==> config.mk <==
export PLATFORM = sky130hd
export DESIGN_NAME = lcd_ctrl
export DESIGN_NICKNAME = d
export VERILOG_FILES = /design/src/rtl/lcd_ctrl.sv
export SDC_FILE = /design/constraint.sdc
export NUM_CORES = 1
export LEC_CHECK = 0
export CORE_AREA = 2 2 97 137
export DETAILED_ROUTE_END_ITERATION = 7
export DIE_AREA = 0 0 99 139
export HOLD_SLACK_MARGIN = 0.05
export PLACE_DENSITY = 0.61
export SLEW_MARGIN = 20
export SYNTH_ARGS = -nofsm -noshare
export SYNTH_HDL_FRONTEND = slang
export SYNTH_SLANG_ARGS = --single-unit
==> constraint.sdc <==
create_clock -name clk -period 3.9 [get_ports clk]
set_clock_uncertainty 0.05 [all_clocks]
set_input_delay 0.585 -clock clk [delete_from_list [all_inputs] [get_ports clk]]
set_output_delay 0.585 -clock clk [all_outputs]
set_load 0.02 [all_outputs]
==> src/rtl/lcd_ctrl.sv <==
// HD44780 4-bit sequencer: power-on init, then endless two-line refresh of the
// players' clocks as "P1 MM:SS" / "P2 MM:SS".
`timescale 1ns/1ps
module lcd_ctrl #(
    parameter int T_POR  = 2000000,
    parameter int T_INIT = 410000,
    parameter int T_EN   = 50,
    parameter int T_CMD  = 4000,
    parameter int T_CLR  = 160000
) (
    input  logic       clk,
    input  logic       rst,
    input  logic [5:0] min1,
    input  logic [5:0] seg1,
    input  logic [5:0] min2,
    input  logic [5:0] seg2,
    output logic [5:0] lcd,
    output logic       ready,
    output logic       frame_done
);
    typedef enum logic [2:0] {S_POR, S_WAKE, S_FUNC4, S_CMD, S_FRAME} state_t;
    typedef enum logic [1:0] {PH_SETUP, PH_ENABLE, PH_HOLD, PH_WAIT} phase_t;

    state_t      state_q, state_d;
    phase_t      phase_q, phase_d;
    logic [23:0] cnt_q, cnt_d;
    logic [4:0]  idx_q, idx_d;
    logic        nib_lo_q, nib_lo_d;
    logic [5:0]  m1_q, m1_d, s1_q, s1_d, m2_q, m2_d, s2_q, s2_d;
    logic [5:0]  lcd_q, lcd_d;
    logic        ready_q, ready_d;
    logic        frame_done_q, frame_done_d;

    logic [23:0] len;
    logic        done;
    logic [7:0]  cur_byte;
    logic        cur_rs;

    function automatic logic [7:0] digit_char(input logic [5:0] v, input logic units);
        logic [5:0] c;
        c = (v > 6'd59) ? 6'd59 : v;
        return units ? (8'h30 + {2'b00, c % 6'd10}) : (8'h30 + {2'b00, c / 6'd10});
    endfunction

    // Byte (or single nibble, in the high half) currently on the bus.
    always_comb begin
        cur_byte = 8'h00;
        cur_rs   = 1'b0;
        case (state_q)
            S_WAKE:  cur_byte = 8'h30;
            S_FUNC4: cur_byte = 8'h20;
            S_CMD: begin
                case (idx_q[1:0])
                    2'd0:    cur_byte = 8'h28;
                    2'd1:    cur_byte = 8'h0C;
                    2'd2:    cur_byte = 8'h06;
                    default: cur_byte = 8'h01;
                endcase
            end
            S_FRAME: begin
                cur_rs = (idx_q != 5'd0) && (idx_q != 5'd9);
                case (idx_q)
                    5'd0:         cur_byte = 8'h80;
                    5'd1, 5'd10:  cur_byte = 8'h50;
                    5'd2:         cur_byte = 8'h31;
                    5'd11:        cur_byte = 8'h32;
                    5'd3, 5'd12:  cur_byte = 8'h20;
                    5'd4:         cur_byte = digit_char(m1_q, 1'b0);
                    5'd5:         cur_byte = digit_char(m1_q, 1'b1);
                    5'd6, 5'd15:  cur_byte = 8'h3A;
                    5'd7:         cur_byte = digit_char(s1_q, 1'b0);
                    5'd8:         cur_byte = digit_char(s1_q, 1'b1);
                    5'd9:         cur_byte = 8'hC0;
                    5'd13:        cur_byte = digit_char(m2_q, 1'b0);
                    5'd14:        cur_byte = digit_char(m2_q, 1'b1);
                    5'd16:        cur_byte = digit_char(s2_q, 1'b0);
                    5'd17:        cur_byte = digit_char(s2_q, 1'b1);
                    default:      cur_byte = 8'h20;
                endcase
            end
            default: cur_byte = 8'h00;
        endcase
    end

    always_comb begin
        state_d      = state_q;
        phase_d      = phase_q;
        idx_d        = idx_q;
        nib_lo_d     = nib_lo_q;
        cnt_d        = cnt_q + 24'd1;
        m1_d         = m1_q;
        s1_d         = s1_q;
        m2_d         = m2_q;
        s2_d         = s2_q;
        frame_done_d = 1'b0;

        len = 24'(T_EN);
        if (state_q == S_POR) begin
            len = 24'(T_POR);
        end else if (phase_q == PH_WAIT) begin
            case (state_q)
                S_WAKE:  len = 24'(T_INIT);
                S_CMD:   len = (idx_q == 5'd3) ? 24'(T_CLR) : 24'(T_CMD);
                default: len = 24'(T_CMD);
            endcase
        end
        done = (cnt_q == len - 24'd1);

        if (done) begin
            cnt_d = 24'd0;
            if (state_q == S_POR) begin
                state_d  = S_WAKE;
                phase_d  = PH_SETUP;
                idx_d    = 5'd0;
                nib_lo_d = 1'b0;
            end else begin
                case (phase_q)
                    PH_SETUP:  phase_d = PH_ENABLE;
                    PH_ENABLE: phase_d = PH_HOLD;
                    PH_HOLD: begin
                        // Full bytes go straight on to their low nibble.
                        if ((state_q == S_CMD || state_q == S_FRAME) && !nib_lo_q) begin
                            phase_d  = PH_SETUP;
                            nib_lo_d = 1'b1;
                        end else begin
                            phase_d = PH_WAIT;
                        end
                    end
                    default: begin
                        phase_d  = PH_SETUP;
                        nib_lo_d = 1'b0;
                        idx_d    = idx_q + 5'd1;
                        case (state_q)
                            S_WAKE: if (idx_q == 5'd2) begin
                                state_d = S_FUNC4;
                                idx_d   = 5'd0;
                            end
                            S_FUNC4: begin
                                state_d = S_CMD;
                                idx_d   = 5'd0;
                            end
                            S_CMD: if (idx_q == 5'd3) begin
                                state_d = S_FRAME;
                                idx_d   = 5'd0;
                            end
                            default: if (idx_q == 5'd17) begin
                                idx_d        = 5'd0;
                                frame_done_d = 1'b1;
                            end
                        endcase
                        // Latch the players' times as a new frame begins.
                        if (idx_d == 5'd0 && state_d == S_FRAME) begin
                            m1_d = min1;
                            s1_d = seg1;
                            m2_d = min2;
                            s2_d = seg2;
                        end
                    end
                endcase
            end
        end

        if (state_q == S_POR)
            lcd_d = 6'b000000;
        else
            lcd_d = {cur_rs, phase_q == PH_ENABLE, nib_lo_q ? cur_byte[3:0] : cur_byte[7:4]};
        ready_d = (state_q == S_FRAME);
    end

    always_ff @(posedge clk or posedge rst) begin
        if (rst) begin
            state_q      <= S_POR;
            phase_q      <= PH_SETUP;
            cnt_q        <= 24'd0;
            idx_q        <= 5'd0;
            nib_lo_q     <= 1'b0;
            m1_q         <= 6'd0;
            s1_q         <= 6'd0;
            m2_q         <= 6'd0;
            s2_q         <= 6'd0;
            lcd_q        <= 6'd0;
            ready_q      <= 1'b0;
            frame_done_q <= 1'b0;
        end else begin
            state_q      <= state_d;
            phase_q      <= phase_d;
            cnt_q        <= cnt_d;
            idx_q        <= idx_d;
            nib_lo_q     <= nib_lo_d;
            m1_q         <= m1_d;
            s1_q         <= s1_d;
            m2_q         <= m2_d;
            s2_q         <= s2_d;
            lcd_q        <= lcd_d;
            ready_q      <= ready_d;
            frame_done_q <= frame_done_d;
        end
    end

    assign lcd        = lcd_q;
    assign ready      = ready_q;
    assign frame_done = frame_done_q;
endmodule

* After elaboration in Yosys (flattened, before gate mapping)
Index checks and enable logic that the tools add are counted.
** Operators by class
- Add/subtract/negate cells :: 11
- Divide/modulo/power cells :: 8
- Order comparisons :: 4
- Equality and inequality tests :: 31
- Mux-type cells :: 43
- Bitwise operators :: 2
- Reductions and logical operators :: 19
** Operators with widths (number)
- one-hot mux 8 bit (14 select lines) :: 1
- adder 6 x 6 -> 7 bit (first input constant) :: 8
- two-way mux 5 bit :: 8
- one-hot mux 19 bit (2 select lines) :: 1
- equality test 5 x 4 -> 1 bit (second input constant) :: 7
- one-hot mux 8 bit (4 select lines) :: 1
- two-way mux 6 bit :: 5
- adder 24 x 1 -> 24 bit (second input constant) :: 1
- divider 6 x 4 -> 6 bit (second input constant) :: 4
- equality test 24 bit :: 1
- greater-than comparator 6 bit (second input constant) :: 4
- remainder unit 6 x 4 -> 6 bit (second input constant) :: 4
- two-way mux 24 bit :: 1
- subtractor 24 x 1 -> 24 bit (second input constant) :: 1
- two-way mux 21 bit :: 1
- two-way mux 3 bit :: 7
- equality test 5 x 3 -> 1 bit (second input constant) :: 4
- two-way mux 19 bit :: 1
- two-way mux 18 bit :: 1
- one-hot mux 6 bit (3 select lines) :: 1
- one-hot mux 5 bit (3 select lines) :: 1
- equality test 5 x 2 -> 1 bit (second input constant) :: 2
- equality test 5 bit (second input constant) :: 2
- logical NOT 5 bit :: 2
- other kinds (28) :: 49
** Word-level totals
- Bits in registers :: 67
- Input port bits :: 26
- Output and inout port bits :: 8
- Logic and storage cells :: 130

* Depth between registers and ports, before layout
Gate-level depths: netlist of run 1.
- Word-level depth :: 11
- Mapped depth :: 12
- Depth with buffers taken out :: 10

* Worst setup path after synthesis of run 1
No wires, ideal clock.
- Path type :: reg-to-reg
- From :: reg phase_q[0]
- To :: reg m1_q[0]
- Setup time :: 0.125 ns
- Arrival :: 3.210 ns
- Data required time :: 3.725 ns
- Slack :: 0.515 ns
- Cell stages (with the launch flop) :: 13
- Path buffers :: 2
- Period minus slack after synthesis :: 3.385 ns
- Cell sequence :: dfrtp_1 > and2_1 > buf_2 > nor2_1 > inv_1 > ha_1 > xnor2_1 > nand2_1 > or4_4 > a2111o_1 > nor4_4 > buf_6 > mux2_4
** On the way
- Longest elaborated chain between the ends :: 6
- Elaborated cells between the ends (all ways) :: 11
- Those cells by class :: add/sub (1); eq/ne (4); mux (2); bitwise (1); reduce/logical (3)
** RTL lines
- start: declaration :: line 25 : phase_t phase_q, phase_d;
- start signal: assignment :: line 186 : phase_q <= phase_d;
- equality test 2 bit :: line 100 : end else if (phase_q == PH_WAIT) begin
- two-way mux 19 bit :: line 100
- two-way mux 21 bit :: line 98 : if (state_q == S_POR) begin
- subtractor 24 x 1 -> 24 bit :: line 107 : done = (cnt_q == len - 24'd1);
- equality test 24 bit :: line 107
- AND reduction 4 bit (no line) (*)
- end signal: assignment :: line 190 : m1_q <= m1_d;
- end: declaration :: line 29 : logic [5:0] m1_q, m1_d, s1_q, s1_d, m2_q, m2_d, s2_q, s2_d;
Mark *: on every way between the ends. The rest lies on a longest branch, timed or not.
A chain may end at the register's enable or synchronous reset.

* Final worst setup path of run 1
- From :: reg state_q[0]
- To :: reg m2_q[3]
** On the way
- Longest elaborated chain between the ends :: 8
- Elaborated cells between the ends (all ways) :: 24
- Those cells by class :: add/sub (1); eq/ne (5); mux (13); bitwise (1); reduce/logical (4)
** RTL lines
- start: declaration :: line 24 : state_t state_q, state_d;
- start signal: assignment :: line 185 : state_q <= state_d;
- branches (longest 7 deep; another with subtractor 24 x 1 -> 24 bit)
- AND reduction 4 bit (no line) (*)
- end signal: assignment :: line 192 : m2_q <= m2_d;
- end: declaration :: line 29
Mark *: on every way between the ends. The select of a mux whose other input is x is not followed.

==> metrics.csv, run 1 <==
metric,value,unit
status,finished clean,
chip height,139,µm
Final Setup Violations,0,
f_max,281,MHz
r2r startpoint,state_q[0],
PD cells,264,nW/µm²
worst hold path class,flop to flop,
Tot Pwr,1.57,mW
Simple-Gate Fraction of Synth Area,26.3,%
largest net degree at the start of global routing,53,
Crit path max-delay family,simple AND/OR/NAND/NOR gates,
max_slew headroom,38.0,%
setup TNS,0,ns
Switching Fraction,21.5,%
DRC,0,
hold buffer count at CTS,0,
worst stage delay on the critical path,0.60,ns
Hold Path Cell Cnt,1,
num ports,34,
Finished Layout Cells,779,
largest family of logic cells by synthesized area,simple AND/OR/NAND/NOR gates,
n_diodes,0,
sequential area share after synthesis,32.3,%
crit path from,state_q[0],
DR pass1 iterations,5,
WP buf/inv,1,
die width,99,µm
Worst-Margin Slew,0.929,ns
via/cell ratio,6.04,
Avg WL per Cell,17.4,µm
"slowest stage cell, crit path",dfrtp_1,
"Arr. time, crit path",3.73,ns
pre-CTS setup slack,0.376,ns
Async SR Flop Fraction,100,%
Crit Path Category,flop to flop,
Site Rows,49,
Post-Layout Inst Area,5940,µm²
Layout Area Growth over Synthesis,14.4,%
synthesized flop and latch total,67,
gr usage total,20.1,%
Synth Cell Area,5190,µm²
Util after Layout,47.3,%
Logic pwr share,2.6,%
DR iter-0 viols,241,
crit path max fanout,24,
CP endpoint,m2_q[3],
Stages on worst setup path,10,
full die area,13800,µm²
Crit path required time,4.07,ns
clock slew at reported path FFs,0.06,ns
vias in the first global route,4662,
H-Tree Depth,3,
Root Driver,clkbuf_16,
largest area contributor in the netlist,dfrtp_1,
Port Buf Inserts,33,
cells after synthesis,606,
Final WS setup,0.343,ns
final net count,656,
reg2reg path depth,10,
first-pass GRT wire length,22500,µm
share of the synthesized area in the top cell type,32.3,%
Most used DFF post-synth,dfrtp_1,
via count,4708,
clk_lat worst skew,0.34,ns
net switching power,0.338,mW
Initial Util,41.3,%
WHS,0.438,ns
total core area,12600,µm²
RSZ-0062 raised after global routing,no,
worst vdd ir,0.000156,V
TritonCTS Buffers,9,
Synth warnings,0,
nature of the critical path endpoint,flop,
fin crit period,3.56,ns
Max-cap violations,0,
CP Launch Type,flop,
placed cell areas,5630,µm²
synthesized area per cell,8.57,µm²
layout cells sized above 1,11.3,%
fin. max-slew vios,0,
aggregate routed wire length,13600,µm
multiplexer share of the synthesized area,7.83,%
post-synthesis xor/xnor area fraction,5.40,%
part of the power in registers,44.3,%
CP Cell Sequence,nor3b_1 > o21ai_0 > ha_1 > xnor2_1 > nand2_1 > or4_4 > a2111o_1 > nor4_4 > buf_12 > mux2_2,
dominant cells by area after synthesis,"dfrtp_1, mux2_4, nor2_1, o21ai_0, nand2_1",
antenna-violating nets left,0,
post-cts sizing count,0,
post-DP HPWL,9930,µm
post-synthesis adder-cell area fraction,2.17,%
reg2reg end,m2_q[3],
FF-to-FF setup slack,0.34,ns
grt total ovfl,0,
CTS Buffer Depth,2,
initial antenna violation count,0,
Compound-Gate Fraction of Synth Area,20.4,%
Placed Cells,763,
Pint,1.23,mW
Fin. Hold Viols,0,
CTS tree,built,
Lkg Pwr,2.40,nW
fillers,1223,
total clock sinks,67,
Post-synth EDFFs,0,
gpl congestion,0.933,
"Distinct cells, synth",76,
fin crit share,91.2,%
postcts setup bufs,0,
Clock power frac,53.0,%
layout by cell type (no fill, tap or decap), drive strengths merged, types with 6 or more instances in the layout:
master          n
a211oi          9
a21boi          7
a21oi          24
a22oi           6
a31oi           7
and2            7
and3            7
buf            15
clkbuf         10
clkdlybuf4s50  33
dfrtp          67
ha              9
inv            20
mux2           25
nand2          38
nand2b         19
nand3          28
nand4           8
nor2           55
nor2b          14
nor3           22
o211ai          7
o21ai          36
o22ai           8
o31ai           9
or3             7
xnor2          16
xor2           16
cells by family (layout without fill, tap and decap cells):
| family | Yosys count | after routing |
|---|---|---|
| flip-flops | 67 | 67 |
| AND/OR/NAND/NOR | 246 | 246 |
| other | 1 | 2 |
| multiplexers | 30 | 30 |
| adder cells (fa/ha/maj) | 9 | 9 |
| XOR/XNOR | 32 | 32 |
| AO/OA/AOI/OAI | 155 | 155 |
| buffers and inverters | 66 | 85 |
how the worst min path moves through the flow:
stage	startpoint	endpoint	slack, ns
5_1_grt	cnt_q[23]	cnt_q[23]	0.48
3_3_place_gp	cnt_q[23]	cnt_q[23]	0.41
6_report	cnt_q[23]	cnt_q[23]	0.44
3_5_place_dp	cnt_q[23]	cnt_q[23]	0.43
2_1_floorplan	cnt_q[23]	cnt_q[23]	0.39
4_1_cts	cnt_q[23]	cnt_q[23]	0.44
synth_stat cells, types with 4 or more instances:
cell / instances
nor4_1: 4
o211ai_1: 6
xnor2_1: 16
o31ai_1: 9
nand4_1: 8
o22ai_1: 8
a21oi_1: 24
nand3b_1: 4
and2_1: 6
mux2i_1: 5
nand2_1: 38
mux2_2: 5
clkbuf_1: 37
a22oi_1: 6
o21bai_1: 5
nor2b_1: 14
a211oi_1: 9
nor3_1: 21
nand3_1: 28
nor3b_1: 4
or3_1: 7
a41oi_1: 5
inv_1: 21
ha_1: 9
dfrtp_1: 67
nor2_1: 55
a21boi_0: 7
nand2b_1: 19
o21ai_0: 36
a31oi_1: 7
nor4bb_1: 4
and3_1: 7
mux2_4: 20
buf_6: 5
xor2_1: 16
layer usage:
metal	up-vias	track usage, %	share of wire, %
li1	2256	-	-
met1	2303	22.6	41
met2	109	35.5	52
met3	40	3.23	3.1
met4	0	11.2	4.6
met5	-	0	0
power groups by stage:
stage	Combinational (mW)	Sequential, mW	Clock [mW]
4_1_cts	0.0427	0.695	0.849
5_1_grt	0.0467	0.695	0.876
3_3_place_gp	0.0416	0.708	0
2_1_floorplan	0.0116	0.708	0
3_5_place_dp	0.0429	0.708	0
6_report	0.0413	0.695	0.831
flip-flops by register name, summed over array words and instances (netlist names):
register and flops:
cnt_q 24, lcd 6, m1_q 6, m2_q 6
s1_q 6, s2_q 6, idx_q 5, state_q 3
phase_q 2, frame_done 1, nib_lo_q 1, ready 1
cell type report:
type	instances	area (µm²)	area share [%]
sequential	67	1680	28.2
clock inverter	6	65.1	1.10
multi-input combinational	474	3230	54.4
clock buffer	10	239	4.02
inverter	21	80.1	1.35
tap	153	191	3.22
timing repair buffer	48	455	7.67
No activity file was read; power rests on OpenSTA's default activity.
==> run 2, diff against run 1 <==
--- a/constraint.sdc
+++ b/constraint.sdc
@@ -3,3 +3,3 @@
 set_input_delay 0.585 -clock clk [delete_from_list [all_inputs] [get_ports clk]]
 set_output_delay 0.585 -clock clk [all_outputs]
-set_load 0.02 [all_outputs]
+set_load 0.005 [all_outputs]
==> results of run 2 <==
No change in the layout: final DEF, timing and power equal those of run 1.
==> run 3, diff against run 2 <==
MAX_ROUTING_LAYER = met4   (was not set)
==> run 3 against run 2 <==
  * Clock power grew 15%
  * Wire length increased by 1.5%
  * Hold slack worse by 0.0098 ns
  * Clock-buffer cell count decreased by 1
  * Sequential power hardly changed
  * Highest routed layer unchanged
==> metrics.csv, run 3 (synthesized netlist as in run 1, its figures left out) <==
metric,value,unit,change
fin. max-slew vios,0,,unchanged
fin crit period,3.65,ns,+0.0909 ns
"commonest non-fill, non-tap cell in the layout",dfrtp_1,,
f_max,274,MHz,-2.5%
status,finished clean,,
placed cell areas,5650,µm²,+0.27%
chip height,139,µm,unchanged
"Arr. time, crit path",3.82,ns,+0.09 ns
crit path max fanout,24,,unchanged
fillers,1225,,+0.16%
post-cts sizing count,0,,unchanged
vias in the first global route,4710,,+1.0%
post-DP HPWL,10100,µm,+1.3%
worst vdd ir,0.000163,V,+3.9%
n_diodes,0,,unchanged
DR pass1 iterations,5,,unchanged
num ports,34,,unchanged
Site Rows,49,,unchanged
Port Buf Inserts,33,,unchanged
RSZ-0062 raised after global routing,no,,
layout cells sized above 1,11.6,%,+0.28 points
Post-Layout Inst Area,6000,µm²,+1.0%
Avg WL per Cell,17.6,µm,+1.3%
largest net degree at the start of global routing,53,,unchanged
worst hold path class,flop to flop,,
via/cell ratio,6.02,,-0.40%
Worst-Margin Slew,0.933,ns,+0.00405 ns
initial antenna violation count,0,,unchanged
postcts setup bufs,0,,unchanged
Crit Path Category,flop to flop,,
aggregate routed wire length,13800,µm,+1.5%
gpl congestion,0.910,,-2.5%
"Most flops, register",cnt_q,,
Root Driver,clkbuf_16,,
Reg area,1680,µm²,unchanged
clock slew at reported path FFs,0.06,ns,about the same
fin crit share,93.5,%,+2.3 points
Initial Util,41.3,%,unchanged
DRC,0,,unchanged
PD cells,282,nW/µm²,+6.7%
max_slew headroom,37.7,%,-0.27 points
total core area,12600,µm²,unchanged
DR iter-0 viols,265,,+10%
die width,99,µm,unchanged
CP Launch Type,flop,,
Lkg Pwr,2.43,nW,+1.2%
hold buffer count at CTS,0,,unchanged
most frequent cells in the layout,"dfrtp_1, nor2_1, nand2_1",,
Layout Area Growth over Synthesis,15.5,%,
antenna-violating nets left,0,,unchanged
TritonCTS Buffers,9,,unchanged
full die area,13800,µm²,unchanged
Max-cap violations,0,,unchanged
H-Tree Depth,3,,unchanged
grt total ovfl,0,,unchanged
total clock sinks,67,,unchanged
setup TNS,0,ns,unchanged
gr usage total,21.2,%,+1.1 points
nature of the critical path endpoint,flop,,
Final Setup Violations,0,,unchanged
multi-input logic area,3230,µm²,unchanged
clk_lat worst skew,0.34,ns,about the same
first-pass GRT wire length,23100,µm,+2.6%
CTS Buffer Depth,2,,unchanged
Fin. Hold Viols,0,,unchanged
via count,4701,,-0.15%
CTS tree,built,,
max reg flops,24,,unchanged
Crit path required time,4.08,ns,about the same
final net count,658,,+0.30%
-- run 3: path summary, 6_finish.rpt --
check	startpoint	endpoint	slack, ns	depth (start not counted)
max in group asynchronous	rst	nib_lo_q	2.34	3
worst min-delay path	cnt_q[23]	cnt_q[23]	0.43	1
min in group asynchronous	rst	frame_done	0.70	2
worst max-delay path	state_q[0]	s1_q[1]	0.25	10
worst min register to register	cnt_q[23]	cnt_q[23]	0.43	1
worst max register to register	state_q[0]	s1_q[1]	0.25	10
-- run 3: metal layers --
metal	up-vias	global-route usage [%]	part of all wire [%]
met5	-	-	0
met4	0	11.2	4.4
met3	45	3.18	3.3
met2	129	36.2	53
met1	2260	23.7	40
li1	2267	-	-
-- run 3: critical path, cell delays in order, from the launching register on --
cell	delay, ns
dfrtp_1	0.62
nor3b_1	0.34
o21ai_0	0.15
ha_1	0.21
xnor2_1	0.23
nand2_1	0.08
or4_4	0.43
a2111o_1	0.53
nor4_4	0.25
buf_12	0.26
mux2_2	0.35
-- run 3: final cells by class --
cell class | instances | share of cell area (%)
clock buffers | 9 | 3.75
repair buffers | 50 | 7.84
flip-flops and latches | 67 | 27.9
inverters | 21 | 1.33
multi-input cells | 474 | 53.9
well taps | 153 | 3.19
clock inverters | 7 | 2.06
-- run 3: report_power, final --
group	switching, mW	total [mW]	internal [mW]
combinational	0.0180	0.0413	0.0234
sequential	0	0.695	0.695
clock	0.325	0.954	0.630
total	0.343	1.69	1.35
-- run 3: metrics by stage --
stage	cells	hold slack [ns]	util (%)	power, mW	worst slack (ns)
after floorplan	607	0.393	-	0.720	0.515
after detailed placement	765	0.425	44.9	0.751	0.304
after CTS	781	0.436	47.7	1.71	0.280
final	781	0.429	47.7	1.69	0.252
after global placement	765	0.413	44.9	0.749	0.399
after global routing	781	0.455	47.7	1.74	0.0572
==> patch, RTL diff (flow settings as in run 2) <==
Re-encode `state_t` (5 states) as one-hot, 5 bits wide.
--- a/src/rtl/lcd_ctrl.sv
+++ b/src/rtl/lcd_ctrl.sv
@@ -18,7 +18,7 @@
     output logic       ready,
     output logic       frame_done
 );
-    typedef enum logic [2:0] {S_POR, S_WAKE, S_FUNC4, S_CMD, S_FRAME} state_t;
+    typedef enum logic [4:0] {S_POR = 5'b00001, S_WAKE = 5'b00010, S_FUNC4 = 5'b00100, S_CMD = 5'b01000, S_FRAME = 5'b10000} state_t;
     typedef enum logic [1:0] {PH_SETUP, PH_ENABLE, PH_HOLD, PH_WAIT} phase_t;
 
     state_t      state_q, state_d;
Check against the original RTL: same outputs for any inputs over 10 cycles, from zero or initial values and one cycle with rst high; not proved beyond that.
==> patch against run 2 <==
- routed wire length up 7.0%
- worst hold slack worse by 0.0034 ns
- design area up 0.95%
- area after synthesis up 0.36%
- sequential cell count up 2
- worst setup slack worse by 0.21 ns
- critical path type unchanged
- critical endpoint is now s1_q[1]$_DFFE_PP0P_
Power is not compared: it rests on default switching activity, and its combinational part moved more than twofold at a synthesized area within 25%.
==> patch: results (changes against run 2) <==
Parameter                              Value

Status
  Run status ... finished, final reports clean (unchanged)

Setup path
  Worst r2r dst ... s1_q[1]$_DFFE_PP0P_ (was m2_q[3]$_DFFE_PP0P_)
  Start of the worst register-to-register path ... state_q[4]$_DFFE_PP0P_ (was state_q[0]$_DFFE_PP0P_)
  Worst stage delay on the critical path ... 0.75 ns (was 0.60 ns)
  Crit path max fanout ... 6 (was 24)
  Worst-case register-to-register setup slack ... 0.14 ns (was 0.34 ns)
  Arrival time worst endpoint ... 3.93 ns (was 3.73 ns)

Synth
  Post-synthesis mux area share ... 7.78% (was 7.83%)
  Commonest cells in the netlist ... 68 x sky130_fd_sc_hd__dfrtp_1, 56 x sky130_fd_sc_hd__nand2_1, 51 x sky130_fd_sc_hd__nor2_1, 35 x sky130_fd_sc_hd__clkbuf_1 (was 67 x sky130_fd_sc_hd__dfrtp_1, 55 x sky130_fd_sc_hd__nor2_1, 38 x sky130_fd_sc_hd__nand2_1, 37 x sky130_fd_sc_hd__clkbuf_1, 36 x sky130_fd_sc_hd__o21ai_0)
  Compound-gate portion of the synthesized area ... 19.6% (was 20.4%)
  Share of the synthesized netlist area taken by xor and xnor gates ... 6.39% (was 5.40%)
  Number of library cell types mapped by synthesis ... 72 (was 76)
  Fraction of the mapped netlist area in adder cells ... 2.16% (was 2.17%)
  Sequential-to-total area share from yosys stat ... 33.1% (was 32.3%)

GRT
  GR met3 Demand/Resource ... 2.62% (was 3.23%)
  Largest net degree at the start of global routing ... 48 (was 53)
  First-pass GRT wire length ... 22,800 µm (was 22,500 µm)
  Vias in the first global route ... 4,520 (was 4,662)
  Grt met2 use ... 36.2% (was 35.5%)

Worst hold path
  Startpoint of the tightest hold check path ... cnt_q[21]$_DFF_PP0_ (was cnt_q[23]$_DFF_PP0_)

Route
  Met2 wire length ... 7550 µm (was 7030 µm)
  Drt via density ... 6.06 (was 6.04)
  Met1 Wirelength ... 5730 µm (was 5500 µm)

Placement
  Place WS ... 0.0368 ns (was 0.376 ns)
  HPWL after DPL ... 10,200 µm (was 9930 µm)

Cells and area
  Total of fill cells in the finished design ... 1,165 (was 1,223)
  Layout cells sized above 1 ... 12.8% (was 11.3%)

STA
  Worst Tran Pin Value ... 0.722 ns (was 0.929 ns)
[patch: kinds of logic (layout without fill, tap and decap cells)]
family	count (synthesis)	after routing
and+or+nand+nor	245	247
AOI/OAI and AO/OA	150	150
DFF	69	69
buffers and inverters	65	87
xor gates and xnor gates	38	38
muxes	30	30
adders and majority gates	9	9
other	1	2
[patch: timing repair]
action / 4_1_cts / 5_1_grt
endpoints found under the setup margin: 0 / 25
buffers inserted: 0 / 2
gates resized for setup: 0 / 8
[patch: area by class of cell]
cell class	instances	area, µm²	area share [%]
flip-flops and latches	69	1730	28.8
clock inverters	2	10.0	0.167
well taps	153	191	3.19
multi-input cells	476	3250	54.2
clock buffers	12	256	4.28
repair buffers	55	495	8.26
inverters	18	67.6	1.13
[patch: stage by stage]
step	area [µm²]	power, µW	instances	hold slack (ns)
3_3_place_gp	5670	904	767	0.418
3_5_place_dp	5670	908	767	0.425
6_report	6000	1660	785	0.435
5_1_grt	6000	1720	785	0.465
2_1_floorplan	5220	860	608	0.393
4_1_cts	5930	1680	781	0.437
